### src/rtl/sbox_layer_serial_if.sv
`timescale 1ns/1ps
`default_nettype none
// ============================================================================
// Module   : sbox_layer_serial_if
// Brief    : 64-bit state stream (valid/ready) used on both sides of the
//            serial S-box layer. Bit 0 of state is the MSB.
// Revision : 1.0  initial release
// ============================================================================
interface sbox_layer_serial_if;
   logic        valid;
   logic        ready;
   logic [0:63] state;

   modport master (output valid, output state, input ready);
   modport slave  (input valid, input state, output ready);
endinterface
`default_nettype wire

### src/rtl/sbox_layer_serial.sv
`timescale 1ns/1ps
`default_nettype none
// ============================================================================
// Module   : sbox_layer_serial
// Brief    : Iterative 64-bit S-box layer, NIB_PER_CYCLE nibbles per clock
//            through one shared table, valid/ready on input and output.
// Revision : 1.0  initial release
// ============================================================================
module sbox_layer_serial #(
   parameter int          NIB_PER_CYCLE = 1,
   parameter logic [63:0] SBOX_TABLE    = 64'hC56B90AD3EF84712
) (
   input  logic                     clk,
   input  logic                     rst,
   sbox_layer_serial_if.slave       in_if,
   sbox_layer_serial_if.master      out_if,
   output logic                     busy
);

   generate
      if (!(NIB_PER_CYCLE == 1 || NIB_PER_CYCLE == 2 || NIB_PER_CYCLE == 4 ||
            NIB_PER_CYCLE == 8 || NIB_PER_CYCLE == 16)) begin : g_bad_nib_per_cycle
         $error("sbox_layer_serial: NIB_PER_CYCLE must be 1, 2, 4, 8 or 16");
      end
   endgenerate

   localparam logic [1:0] c_idle = 2'd0;
   localparam logic [1:0] c_busy = 2'd1;
   localparam logic [1:0] c_done = 2'd2;

   // With 16 nibbles per cycle the step wraps to 0 and the last count is 0.
   localparam logic [3:0] c_step     = 4'(NIB_PER_CYCLE);
   localparam logic [3:0] c_last_cnt = 4'(16 - NIB_PER_CYCLE);

   logic [1:0]  state_q, state_d;
   logic [3:0]  cnt_q, cnt_d;
   logic [0:63] work_q, work_d;
   logic        w_in_rdy;
   logic        w_load;

   // S(x) sits at bits [63-4x -: 4]; 63-4x equals {~x, 2'b11}.
   function automatic logic [3:0] sbox(input logic [3:0] x);
      return SBOX_TABLE[{~x, 2'b11} -: 4];
   endfunction

   always_ff @(posedge clk) begin
      if (rst) begin
         state_q <= c_idle;
         cnt_q   <= 4'd0;
         work_q  <= 64'h0;
      end else begin
         state_q <= state_d;
         cnt_q   <= cnt_d;
         work_q  <= work_d;
      end
   end

   always_comb begin
      state_d = state_q;
      case (state_q)
         c_idle:  if (w_load) state_d = c_busy;
         c_busy:  if (cnt_q == c_last_cnt) state_d = c_done;
         c_done: begin
            if (w_load)
               state_d = c_busy;
            else if (out_if.ready)
               state_d = c_idle;
         end
         default: state_d = c_idle;
      endcase
   end

   always_comb begin
      w_in_rdy     = (state_q == c_idle) || ((state_q == c_done) && out_if.ready);
      w_load       = w_in_rdy && in_if.valid;
      in_if.ready  = w_in_rdy;
      out_if.valid = (state_q == c_done);
      out_if.state = work_q;
      busy         = (state_q == c_busy);
   end

   always_comb begin
      cnt_d  = cnt_q;
      work_d = work_q;
      if (w_load) begin
         work_d = in_if.state;
         cnt_d  = 4'd0;
      end else if (state_q == c_busy) begin
         for (int i = 0; i < NIB_PER_CYCLE; i++) begin
            work_d[{cnt_q + 4'(i), 2'b00} +: 4] = sbox(work_q[{cnt_q + 4'(i), 2'b00} +: 4]);
         end
         cnt_d = cnt_q + c_step;
      end
   end

endmodule
`default_nettype wire

### src/flat_wrapper.sv
// flat-port wrapper written by rule: the top's interface ports become plain ports
module sbox_layer_serial_flat 
#(
   parameter int          NIB_PER_CYCLE = 1,
   parameter logic [63:0] SBOX_TABLE    = 64'hC56B90AD3EF84712
)
  (clk, rst, busy, in_if_valid, in_if_state, in_if_ready, out_if_valid, out_if_state, out_if_ready);
  sbox_layer_serial_if in_if_i ();
  sbox_layer_serial_if out_if_i ();
  input  logic clk;
  input  logic rst;
  output logic busy;
  input wire logic [$bits(in_if_i.valid)-1:0] in_if_valid;
  input wire logic [$bits(in_if_i.state)-1:0] in_if_state;
  output wire logic [$bits(in_if_i.ready)-1:0] in_if_ready;
  output wire logic [$bits(out_if_i.valid)-1:0] out_if_valid;
  output wire logic [$bits(out_if_i.state)-1:0] out_if_state;
  input wire logic [$bits(out_if_i.ready)-1:0] out_if_ready;
  assign in_if_i.valid = in_if_valid;
  assign in_if_i.state = in_if_state;
  assign in_if_ready = in_if_i.ready;
  assign out_if_valid = out_if_i.valid;
  assign out_if_state = out_if_i.state;
  assign out_if_i.ready = out_if_ready;
  sbox_layer_serial #(.NIB_PER_CYCLE(NIB_PER_CYCLE), .SBOX_TABLE(SBOX_TABLE)) u_core (.clk(clk), .rst(rst), .in_if(in_if_i), .out_if(out_if_i), .busy(busy));
endmodule
### config.mk
export PLATFORM = sky130hd
export DESIGN_NAME = sbox_layer_serial_flat
export DESIGN_NICKNAME = d
export VERILOG_FILES = /design/src/rtl/sbox_layer_serial_if.sv /design/src/rtl/sbox_layer_serial.sv /design/src/flat_wrapper.sv
export SDC_FILE = /design/constraint.sdc
export NUM_CORES = 1
export LEC_CHECK = 0
export ABC_AREA = 1
export CAP_MARGIN = 40
export CORE_MARGIN = 4
export CORE_UTILIZATION = 52
export DETAILED_ROUTE_END_ITERATION = 10
export GPL_TIMING_DRIVEN = 0
export PLACE_DENSITY = 0.87
export SLEW_MARGIN = 15
export SYNTH_ARGS = -nofsm -noshare
export SYNTH_HDL_FRONTEND = slang
export SYNTH_SLANG_ARGS = --single-unit
export TNS_END_PERCENT = 5
### constraint.sdc
create_clock -name clk -period 3.75 [get_ports clk]
set_input_delay 0.5625 -clock clk [delete_from_list [all_inputs] [get_ports clk]]
set_output_delay 0.5625 -clock clk [all_outputs]
set_load 0.01 [all_outputs]
# After elaboration in Yosys (flattened, before gate mapping)
# Index checks and enable logic that the tools add are counted.
# word_totals
inputBits	68
out_inout_bits	67
regBits	70
elab_cells	32
# classes
eq_ne	6
bitwise_logic	2
add_sub_neg	2
shift	4
n_reduce_logical	7
muxes	8
# op_table
cell	count
two-way mux 64 bit	2
indexed part select 67 x 7 -> 4 bit (first input constant)	1
variable shift 65 x 8 -> 64 bit (first input constant)	1
indexed part select 64 x 7 -> 65 bit	1
indexed part select 65 x 8 -> 64 bit	1
bitwise mux 64 bit	1
two-way mux 2 bit	4
negation 7 -> 8 bit	1
inverter 6 -> 7 bit	1
one-hot mux 2 bit (3 select lines)	1
adder 4 x 1 -> 4 bit (second input constant)	1
equality test 4 bit (second input constant)	1
!= test 2 x 1 -> 1 bit (second input constant)	2
inverter 4 bit	1
!= test 3 x 1 -> 1 bit (second input constant)	1
AND reduction 3 bit	1
equality test 2 x 1 -> 1 bit (second input constant)	1
equality test 2 bit (second input constant)	1
logical AND 1 bit	2
zero test 2 bit	1
nonzero test 2 bit	1
OR reduction 2 bit	1
logical OR 1 bit	1

# Depth between registers and ports, before layout
# Gate-level depths: netlist of the first run.
# logic_depth
ltp_word	8
mapped_depth	19
depth_no_buf	16

# Worst setup path before layout of the first run
# No wires, ideal clock.
# synth_timing
path_type	flip-flop to flip-flop
start	register u_core.cnt_q[0]
end	register u_core.work_q (netlist bit u_core.out_if.state[28])
path_buffers	3
path_slack_ns	1.510
setup_time_ns	0.070
path_stages_with_launch	17
arrival_time_ns	2.170
cell_sequence	dfxtp_1 -> buf_6 -> buf_2 -> nor2_1 -> nor2_1 -> o21ai_0 -> nand3_1 -> nand3_1 -> nand2_1 -> inv_1 -> ha_1 -> inv_1 -> o21ai_2 -> o21ai_4 -> buf_6 -> nand3_1 -> a21oi_1
# synth_via
elab_chain_len	8
# synth_rtl
element	line_no	text
from (decl)	sbox_layer_serial.sv:36	logic [3:0] cnt_q, cnt_d;
from (signal assigned)	sbox_layer_serial.sv:53	cnt_q <= cnt_d;
inverter 6 -> 7 bit (not written as such) *	sbox_layer_serial.sv:90	work_d[{cnt_q + 4'(i), 2'b00} +: 4] = sbox(work_q[{cnt_q + 4'(i), 2'b00} +: 4]);
indexed part select 64 x 7 -> 65 bit	sbox_layer_serial.sv:90	
inverter 4 bit	sbox_layer_serial.sv:43	return SBOX_TABLE[{~x, 2'b11} -: 4];
indexed part select 67 x 7 -> 4 bit	sbox_layer_serial.sv:43	
indexed part select 65 x 8 -> 64 bit	sbox_layer_serial.sv:90	
bitwise mux 64 bit *	sbox_layer_serial.sv:90	
two-way mux 64 bit *	sbox_layer_serial.sv:88	end else if (state_q == c_busy) begin
two-way mux 64 bit *	sbox_layer_serial.sv:85	if (w_load) begin
to (signal assigned)	sbox_layer_serial.sv:54	work_q <= work_d;
to (decl)	sbox_layer_serial.sv:37	logic [0:63] work_q, work_d;
# Every way passes the cells marked *; elsewhere a longest branch is shown, timed or not. The select of a mux whose other input is x is not followed.
# A chain may end at the register's enable or synchronous reset.

# Worst setup path after layout of the first run
# layout_timing
start	register u_core.state_q[0]
end	output busy
# layout_via
elab_chain_len	1
# layout_rtl
element	line_no	text
from (decl)	sbox_layer_serial.sv:35	logic [1:0] state_q, state_d;
from (signal assigned)	sbox_layer_serial.sv:48	state_q <= c_idle;
from (signal assigned)	sbox_layer_serial.sv:52	state_q <= state_d;
equality test 2 x 1 -> 1 bit	sbox_layer_serial.sv:79	busy = (state_q == c_busy);
to (decl)	flat_wrapper.sv:12	output logic busy;
# Every way passes these cells.

==> results.cfg, run 1 <==
[outcome]
status = completed

[route]
first_iter_violations = 493
via_count = 5878
wl_um = 19200
vias_per_cell = 5.81
drcViolationCount = 0
firstDrtPassIters = 5
wl_per_cell_um = 19.0
ant_nets = 0

[synth]
ys_seq_elements = 70
synthDistinctLibCells = 31
synth_top_area_share_pct = 30.3
syn_avg_cell_area_um2 = 6.14
syn_nets = 832
netlist_area_mm2 = 0.00462
syn_inst = 753
synth-seq-area-share_pct = 30.3
yosys-top-cells-area = dfxtp_1, nand2_1, inv_1
synth_warnings = 0
synth_top_cell_by_area = dfxtp_1

[global_route]
grt_pass1_vias = 5761
overflow = 0
track_usage_pct = 36.2
grt_max_degree = 15
antenna_found_initial = 0
grt_pass1_wl_um = 29000

[clocking]
htreeDepth = 3
cts_root_buf = clkbuf_8
clockBufferDepth = 2
cts_resized = 0
cts_setup_buffers = 0
clk_transition_reported_paths_ns = 0.09
cts_sinks = 70
cts_tree = done
cts_hold_buf = 0
cts_made_buffers = 9
insertion_delay_ns = 0.36

[critical_path]
end_kind = output port
rrSetupSlack_ns = 0.79
crit_path_start_kind = register
required_ns = 3.19
path_class = reg -> out
r2r_start = u_core.cnt_q[1]
crit_path_max_fanout = 10
rr_worst_depth = 17
r2r-end = u_core.out_if.state[40]
cp_data_arrival_time_ns = 2.49

[sta]
fin_crit_ns = 3.05
hold_violations = 0
maxSlewViolCount = 0
setup_violations = 0
skew_ns = 0.0164
slew_headroom_pct = 46.8
post-route-period-util_pct = 81.3
grt_setup_unrepaired = no
fin_setup_tns_ns = 0
worst_pin_slew_ns = 0.798
fmaxAchievable_ghz = 0.328
hold_slack_ns = 0.520

[final_layout]
nets = 977
syn2layout_area_growth_pct = 35.8
n_fill_cell = 716
drive_above_1_share_pct = 7.09
diodes = 0
final_common_cell = nand2_1
layout_common_cells = nand2_1, inv_1, clkdlybuf4s50_1, nand3_1, dfxtp_1

[hold_path]
worstHoldEndpoint = u_core.out_if.state[5]
holdPathStages = 2
hold_path_class = reg -> reg
hold_start = u_core.out_if.state[5]

[power_and_ir_drop]
leakage_nw = 2.72
p_per_area_mw_per_mm2 = 357
vdd_drop_max_mv = 0.236

[job]
cap_violations = 0

[floorplanning]
die_area_mm2 = 0.0105
ioPinCount = 135
initial_utilization_pct = 53.3
fp.dieW_um = 102
die_y_um = 102
placementRows = 34
core-area_mm2 = 0.00868

[place]
io_buffer_count = 134
place_congestion = 0.956
hpwl_um = 14600
[power breakdown]
| group | switching (mW) | internal [mW] | leakage, nW |
|---|---|---|---|
| Sequential | 0.0395 | 0.795 | 0.575 |
| Combinational | 0.492 | 0.314 | 2.07 |
| Clock | 0.352 | 0.247 | 0.0789 |
| Total | 0.883 | 1.36 | 2.72 |
[kinds of logic (layout without fill, tap and decap cells)]
group	after synthesis	count (layout)	share of synthesized area [%]
AND/OR/NAND/NOR	347	347	33.1
buffers and inverters	187	337	17.2
AO/OA/AOI/OAI	138	138	16.5
flip-flops	70	70	30.3
adder cells (fa/ha/maj)	11	11	2.98
[registers in the layout (all words and copies together), names as in the netlist]
signal / cells
u_core.cnt_q: 4
u_core.out_if.state: 64
u_core.state_q: 2
[final cells by class]
class / count / area, µm² / area share [%]
buffer: 41 / 245 / 3.90
clock buffer: 9 / 124 / 1.97
sequential: 70 / 1400 / 22.3
timing repair buffer: 134 / 1340 / 21.4
clock inverter: 7 / 56.3 / 0.896
multi-input combinational: 496 / 2430 / 38.6
tap: 108 / 135 / 2.15
inverter: 146 / 551 / 8.76
[worst max-delay path, cell delays in order, from the launching register on]
cell,delay (ns)
dfxtp_1,0.36
inv_1,0.07
nor2_1,0.15
clkbuf_1,0.42
buf_1,0.47
clkdlybuf4s50_1,0.66
[through the flow]
stage | utilization (%) | setup slack, ns | power (mW) | std cells | cell area [µm²]
6_report | 72.4 | 0.702 | 2.24 | 1011 | 6280
5_1_grt | 72.4 | 0.569 | 2.32 | 1011 | 6280
4_1_cts | 72.4 | 0.764 | 2.20 | 1011 | 6280
3_5_place_dp | 70.3 | 0.899 | 1.63 | 995 | 6100
3_3_place_gp | 70.3 | 0.955 | 1.61 | 995 | 6100
2_1_floorplan | - | 1.51 | 1.26 | 753 | 4620
[synth_stat cells]
| library cell | instances |
|---|---|
| a21oi_1 | 61 |
| nand2_4 | 1 |
| clkbuf_1 | 13 |
| nor2_1 | 29 |
| buf_2 | 10 |
| nand3_1 | 74 |
| a31oi_1 | 17 |
| o21ai_0 | 46 |
| nor2_2 | 4 |
| inv_1 | 140 |
| ha_1 | 11 |
| o211ai_1 | 2 |
| dfxtp_1 | 70 |
| nand4_1 | 24 |
| buf_4 | 5 |
| a22o_1 | 7 |
| nand2_1 | 196 |
| nor3_1 | 5 |
| nor4_1 | 1 |
| o31ai_1 | 1 |
| buf_6 | 8 |
| inv_4 | 1 |
| o21ai_1 | 2 |
| or2_2 | 5 |
| inv_2 | 4 |
| nand3_2 | 4 |
| o21ai_4 | 1 |
| nand2_2 | 4 |
| o21ai_2 | 1 |
| buf_1 | 5 |
| clkinv_1 | 1 |
[how the worst max path moves through the flow]
| stage | startpoint | end |
|---|---|---|
| after floorplan | u_core.cnt_q[0] | u_core.out_if.state[28] |
| after global placement | u_core.cnt_q[1] | u_core.out_if.state[60] |
| after detailed placement | u_core.cnt_q[1] | u_core.out_if.state[40] |
| after CTS | u_core.state_q[0] | busy |
| after global routing | u_core.cnt_q[1] | u_core.out_if.state[48] |
| final | u_core.state_q[0] | busy |
[layer usage]
metal	track usage (%)	share of wire, %
met5	0	0
met4	19.8	5.0
met3	6.35	11
met2	59.3	47
met1	45.0	37
(Power assumes the default switching activity.)
==> inputs of run 2 (changes only) <==
- CORE_UTILIZATION: 52 -> 44
- PLACE_DENSITY: 0.87 -> 0.78
- clock period: 3.75 -> 2.5 ns (I/O delays scaled with it)
==> run 2 against run 1 <==
  * Register-to-register slack got worse by 0.73 ns
  * Total power increased by 64%
  * Die area increased by 17%
  * Clock skew shrank 0.0061 ns
  * Final area up 5.7%
  * First-iteration DRC count shrank 14%
  * Utilization down 7.8 points
  * Via count decreased by 4.3%
  * Largest cell class unchanged
==> results.cfg, run 2 (synthesized netlist as in run 1, its figures left out) <==
[power_and_ir_drop]
power.switching_mw = 1.31
p_comb_share_pct = 36.9
seqPwrFrac_pct = 34.0
clkPwrFrac_pct = 29.1
p_int_mw = 2.37
leakage_nw = 2.86
netSwitchingFraction_pct = 35.6
p_per_area_mw_per_mm2 = 554
vdd_drop_max_mv = 0.246

[route]
wl_um = 18200
vias_per_cell = 5.36
ant_nets = 0
drcViolationCount = 0
first_iter_violations = 422
firstDrtPassIters = 7
via_count = 5623
wl_per_cell_um = 17.4

[place]
dpl.cell_count = 1023
place_congestion = 0.981
dp_slack_ns = -0.299
hpwl_um = 13500
io_buffer_count = 134

[sta]
worst_pin_slew_ns = 0.749
fin_crit_ns = 2.46
postLayoutSetupSlackWorst_ns = 0.0369
slew_headroom_pct = 50.1
grt_setup_unrepaired = yes
maxSlewViolCount = 0
setup_violations = 0
fin_setup_tns_ns = 0
fmaxAchievable_ghz = 0.406
post-route-period-util_pct = 98.5
hold_violations = 0
skew_ns = 0.0102

[critical_path]
crit_path_start_kind = register
path_class = reg -> out
end_kind = output port
crit_path_max_fanout = 10
r2r_start = u_core.cnt_q[1]
rrSetupSlack_ns = 0.06
cp_data_arrival_time_ns = 2.09
rr_worst_depth = 15
r2r-end = u_core.out_if.state[28]
required_ns = 2.12

[final_layout]
drive_above_1_share_pct = 10.3
syn2layout_area_growth_pct = 43.5
final_common_cell = nand2_1
largest_reg_flops = 64
layout_common_cells = nand2_1, inv_1, clkdlybuf4s50_1, nand3_1, dfxtp_1
diodes = 0
fin_cells = 1049
nets = 987

[job]
cap_violations = 0

[global_route]
grt_max_degree = 12
grt_pass1_vias = 5314
track_usage_pct = 27.8
grt_pass1_wl_um = 27300
overflow = 0
antenna_found_initial = 0

[floorplanning]
die_area_mm2 = 0.0122
initial_utilization_pct = 45.0
ioPinCount = 135
placementRows = 37
core-area_mm2 = 0.0103
die_y_um = 111
fp.dieW_um = 111

[hold_path]
hold_start = u_core.out_if.state[15]
hold_path_class = reg -> reg
holdPathStages = 2
worstHoldEndpoint = u_core.out_if.state[15]

[clocking]
cts_root_buf = clkbuf_8
htreeDepth = 3
cts_sinks = 70
clk_transition_reported_paths_ns = 0.08
clockBufferDepth = 2
insertion_delay_ns = 0.37
cts_tree = done
cts_made_buffers = 9

[outcome]
status = completed
[run 2: changes by cell type in the layout (fill, tap and decap cells not counted), sizes merged]
cell	change
clkinvlp	-4
buf	+9
bufinv	+2
clkinv	+2
inv	-3
clkbuf	+4
[run 2: worst max-delay path, stage by stage, from the launching register on]
cell and delay (ns):
dfxtp_1 0.34, inv_1 0.06, nor2_1 0.15, clkbuf_2 0.28, buf_2 0.30, clkdlybuf4s50_1 0.59
[run 2: timing repair]
action | in CTS | in global routing
hold endpoints to repair | 0 | 0
pin swaps | 2 | 11
endpoints found under the setup margin | 49 | 55
gates resized for setup | 18 | 33
hold buffers | 0 | 0
buffers inserted | 4 | 4
gates cloned | 1 | 1
[run 2: worst max-delay path by stage]
| stage | startpoint | cells after the start | slack [ns] | to |
|---|---|---|---|---|
| global placement | u_core.cnt_q[1] | 17 | -0.32 | u_core.out_if.state[12] |
| finish | u_core.state_q[0] | 5 | 0.04 | busy |
| detailed placement | u_core.cnt_q[1] | 17 | -0.30 | u_core.out_if.state[12] |
| CTS | u_core.cnt_q[0] | 15 | -0.008 | u_core.out_if.state[16] |
| global route | u_core.cnt_q[0] | 16 | -0.03 | u_core.out_if.state[28] |
| floorplan | u_core.cnt_q[0] | 16 | 0.26 | u_core.out_if.state[28] |
[run 2: routing by layer]
layer  share of wire, %  global-route usage [%]  vias up
li1                   -                       -     2715
met1                 40                    35.9     2524
met2                 45                    45.0      323
met3                 10                    5.97       61
met4                4.2                    11.2        0
met5                  0                       0        -
[run 2: through the flow]
step                total power, mW  hold slack, ns  cell area (µm²)  utilization (%)
floorplan                      1.90           0.518             4620                -
global placement               2.40           0.490             6140             59.7
detailed placement             2.41           0.499             6140             59.7
CTS                            3.53           0.510             6430             62.6
global route                   3.81           0.539             6640             64.6
finish                         3.68           0.507             6640             64.6
[run 2: power by group through the flow]
stage	Sequential [mW]	Combinational, mW	Clock, mW
floorplan	1.30	0.601	0
global placement	1.28	1.13	0
detailed placement	1.28	1.13	0
CTS	1.25	1.22	1.06
global route	1.26	1.44	1.11
finish	1.25	1.36	1.07
[run 2: final cells by class]
| cell class | instances | area [µm²] |
|---|---|---|
| fill | 996 | 3640 |
| multi-input combinational | 496 | 2530 |
| timing repair buffer | 144 | 1450 |
| sequential | 70 | 1400 |
| inverter | 146 | 566 |
| buffer | 41 | 294 |
| tap | 136 | 170 |
| clock buffer | 12 | 145 |
| clock inverter | 4 | 70.1 |
==> inputs of run 3 (changes only) <==
- GPL_ROUTABILITY_DRIVEN: unset -> 0
- HOLD_SLACK_MARGIN: unset -> 0.15
==> run 3 against run 2 <==
  * Critical endpoint is now u_core.out_if.state[28]
  * Critical path type is now reg -> reg
  * Clock skew hardly changed
  * Clock power hardly changed
  * Combinational power up 4%
  * Via count rose by 1.2%
  * Final area rose by 0.32%
  * First-iteration DRC count increased by 58%
  * Worst setup slack gained 0.018 ns
==> results.cfg, run 3 (synthesized netlist as in run 1, its figures left out) <==
[outcome]
status = completed

[floorplanning]
ioPinCount = 135
fp.dieW_um = 111
core-area_mm2 = 0.0103
placementRows = 37
die_y_um = 111
initial_utilization_pct = 45.0
die_area_mm2 = 0.0122

[global_route]
track_usage_pct = 27.4
grt_pass1_vias = 5241
antenna_found_initial = 0
grt_pass1_wl_um = 27000
overflow = 0
grt_max_degree = 13

[route]
firstDrtPassIters = 7
first_iter_violations = 668
wl_per_cell_um = 17.1
via_count = 5693
vias_per_cell = 5.42
wl_um = 17900
ant_nets = 0
drcViolationCount = 0

[sta]
maxSlewViolCount = 0
slew_headroom_pct = 52.0
fmaxAchievable_ghz = 0.409
fin_crit_ns = 2.45
skew_ns = 0.0101
post-route-period-util_pct = 97.8
hold_violations = 0
setup_violations = 0
fin_setup_tns_ns = 0
worst_pin_slew_ns = 0.717
postLayoutSetupSlackWorst_ns = 0.0549
hold_slack_ns = 0.506

[final_layout]
syn2layout_area_growth_pct = 44.0
fin_cells = 1050
layout_common_cells = nand2_1, inv_1, clkdlybuf4s50_1, nand3_1, dfxtp_1
nets = 989
final_area_mm2 = 0.00666
final_common_cell = nand2_1
largest_reg_flops = 64
diodes = 0
drive_above_1_share_pct = 10.1
fin_util_pct = 64.8

[critical_path]
required_ns = 2.80
end_kind = register
cpLargestDelayFamily = buffers and inverters
slowest_delay_ns = 0.35
cp_slowest_cell = dfxtp_2
crit_path_max_fanout = 10
crit_path_start_kind = register
cp_data_arrival_time_ns = 2.74
worstPathCellList = buf_6 > inv_6 > buf_8 > nand3_1 > nand3_1 > nand3_1 > nand2_4 > inv_4 > ha_4 > inv_4 > o21ai_2 > o21ai_4 > buf_12 > buf_8 > nand3_2 > a21oi_1
critical_path.most_common_cell = nand3_1
cp_num_buf_inv = 7
path_class = reg -> reg

[clocking]
cts_hold_buf = 0
cts_made_buffers = 9
clk_transition_reported_paths_ns = 0.08
insertion_delay_ns = 0.37
cts_sinks = 70
cts_tree = done
htreeDepth = 3
clockBufferDepth = 2
cts_root_buf = clkbuf_8

[place]
dp_slack_ns = -0.281
placed_cell_area_mm2 = 0.00614
io_buffer_count = 134
dpl.cell_count = 1023
hpwl_um = 12900

[power_and_ir_drop]
totalPowerFinal_mw = 3.72
p_per_area_mw_per_mm2 = 558
leakage_nw = 2.89
vdd_drop_max_mv = 0.250

[hold_path]
hold_path_class = reg -> reg

[job]
cap_violations = 0
[run 3: cell count changes in the layout (fill, tap and decap cells not counted), moves of 2 or more]
cell      delta
nor2_4       -2
buf_2        -2
nand3_1      +2
clkbuf_1     -2
nor2_2       +3
a21oi_1      +5
o21ai_1      +2
clkinv_4     +2
clkbuf_4     +2
a21oi_2      -5
o21ai_0      -2
[run 3: final timing paths]
path	start	to	slack, ns	depth (start not counted)
worst max-delay path	u_core.cnt_q[1]	u_core.out_if.state[28]	0.05	16
worst min-delay path	u_core.out_if.state[31]	u_core.out_if.state[31]	0.51	2
worst max register to register	u_core.cnt_q[1]	u_core.out_if.state[28]	0.05	16
worst min register to register	u_core.out_if.state[31]	u_core.out_if.state[31]	0.51	2
[run 3: layer usage]
metal  vias to the layer above  track usage, %  part of all wire (%)
met3                        82            6.08                    10
met2                       359            43.6                    44
met1                      2543            35.7                    41
met5                         -               0                     0
met4                         0            11.5                   4.8
li1                       2709               -                     -
[run 3: what timing repair did]
item,4_1_cts,5_1_grt
gates resized for setup,15,33
setup endpoints to repair,45,60
cloned,1,2
setup buffers,3,6
pin swaps,2,9
[run 3: layout make-up]
type                            instances  area [µm²]
Clock buffer                            9         124
Fill cell                             943        3620
Buffer                                 41         307
Tap cell                              136         170
Clock inverter                          6        87.6
Sequential cell                        70        1410
Multi-Input combinational cell        496        2490
Timing Repair Buffer                  146        1510
Inverter                              146         566
[run 3: power breakdown]
part / total [mW] / internal, mW / switching, mW
clock: 1.06 / 0.557 / 0.500
sequential: 1.25 / 1.19 / 0.0594
combinational: 1.41 / 0.644 / 0.763
[run 3: worst min-delay path, delay by kind of cell, from the launching register on]
family / cells / cell delay [ns]
DFF: 1 / 0.33
and+or+nand+nor: 1 / 0.06
AOI/OAI and AO/OA: 1 / 0.06
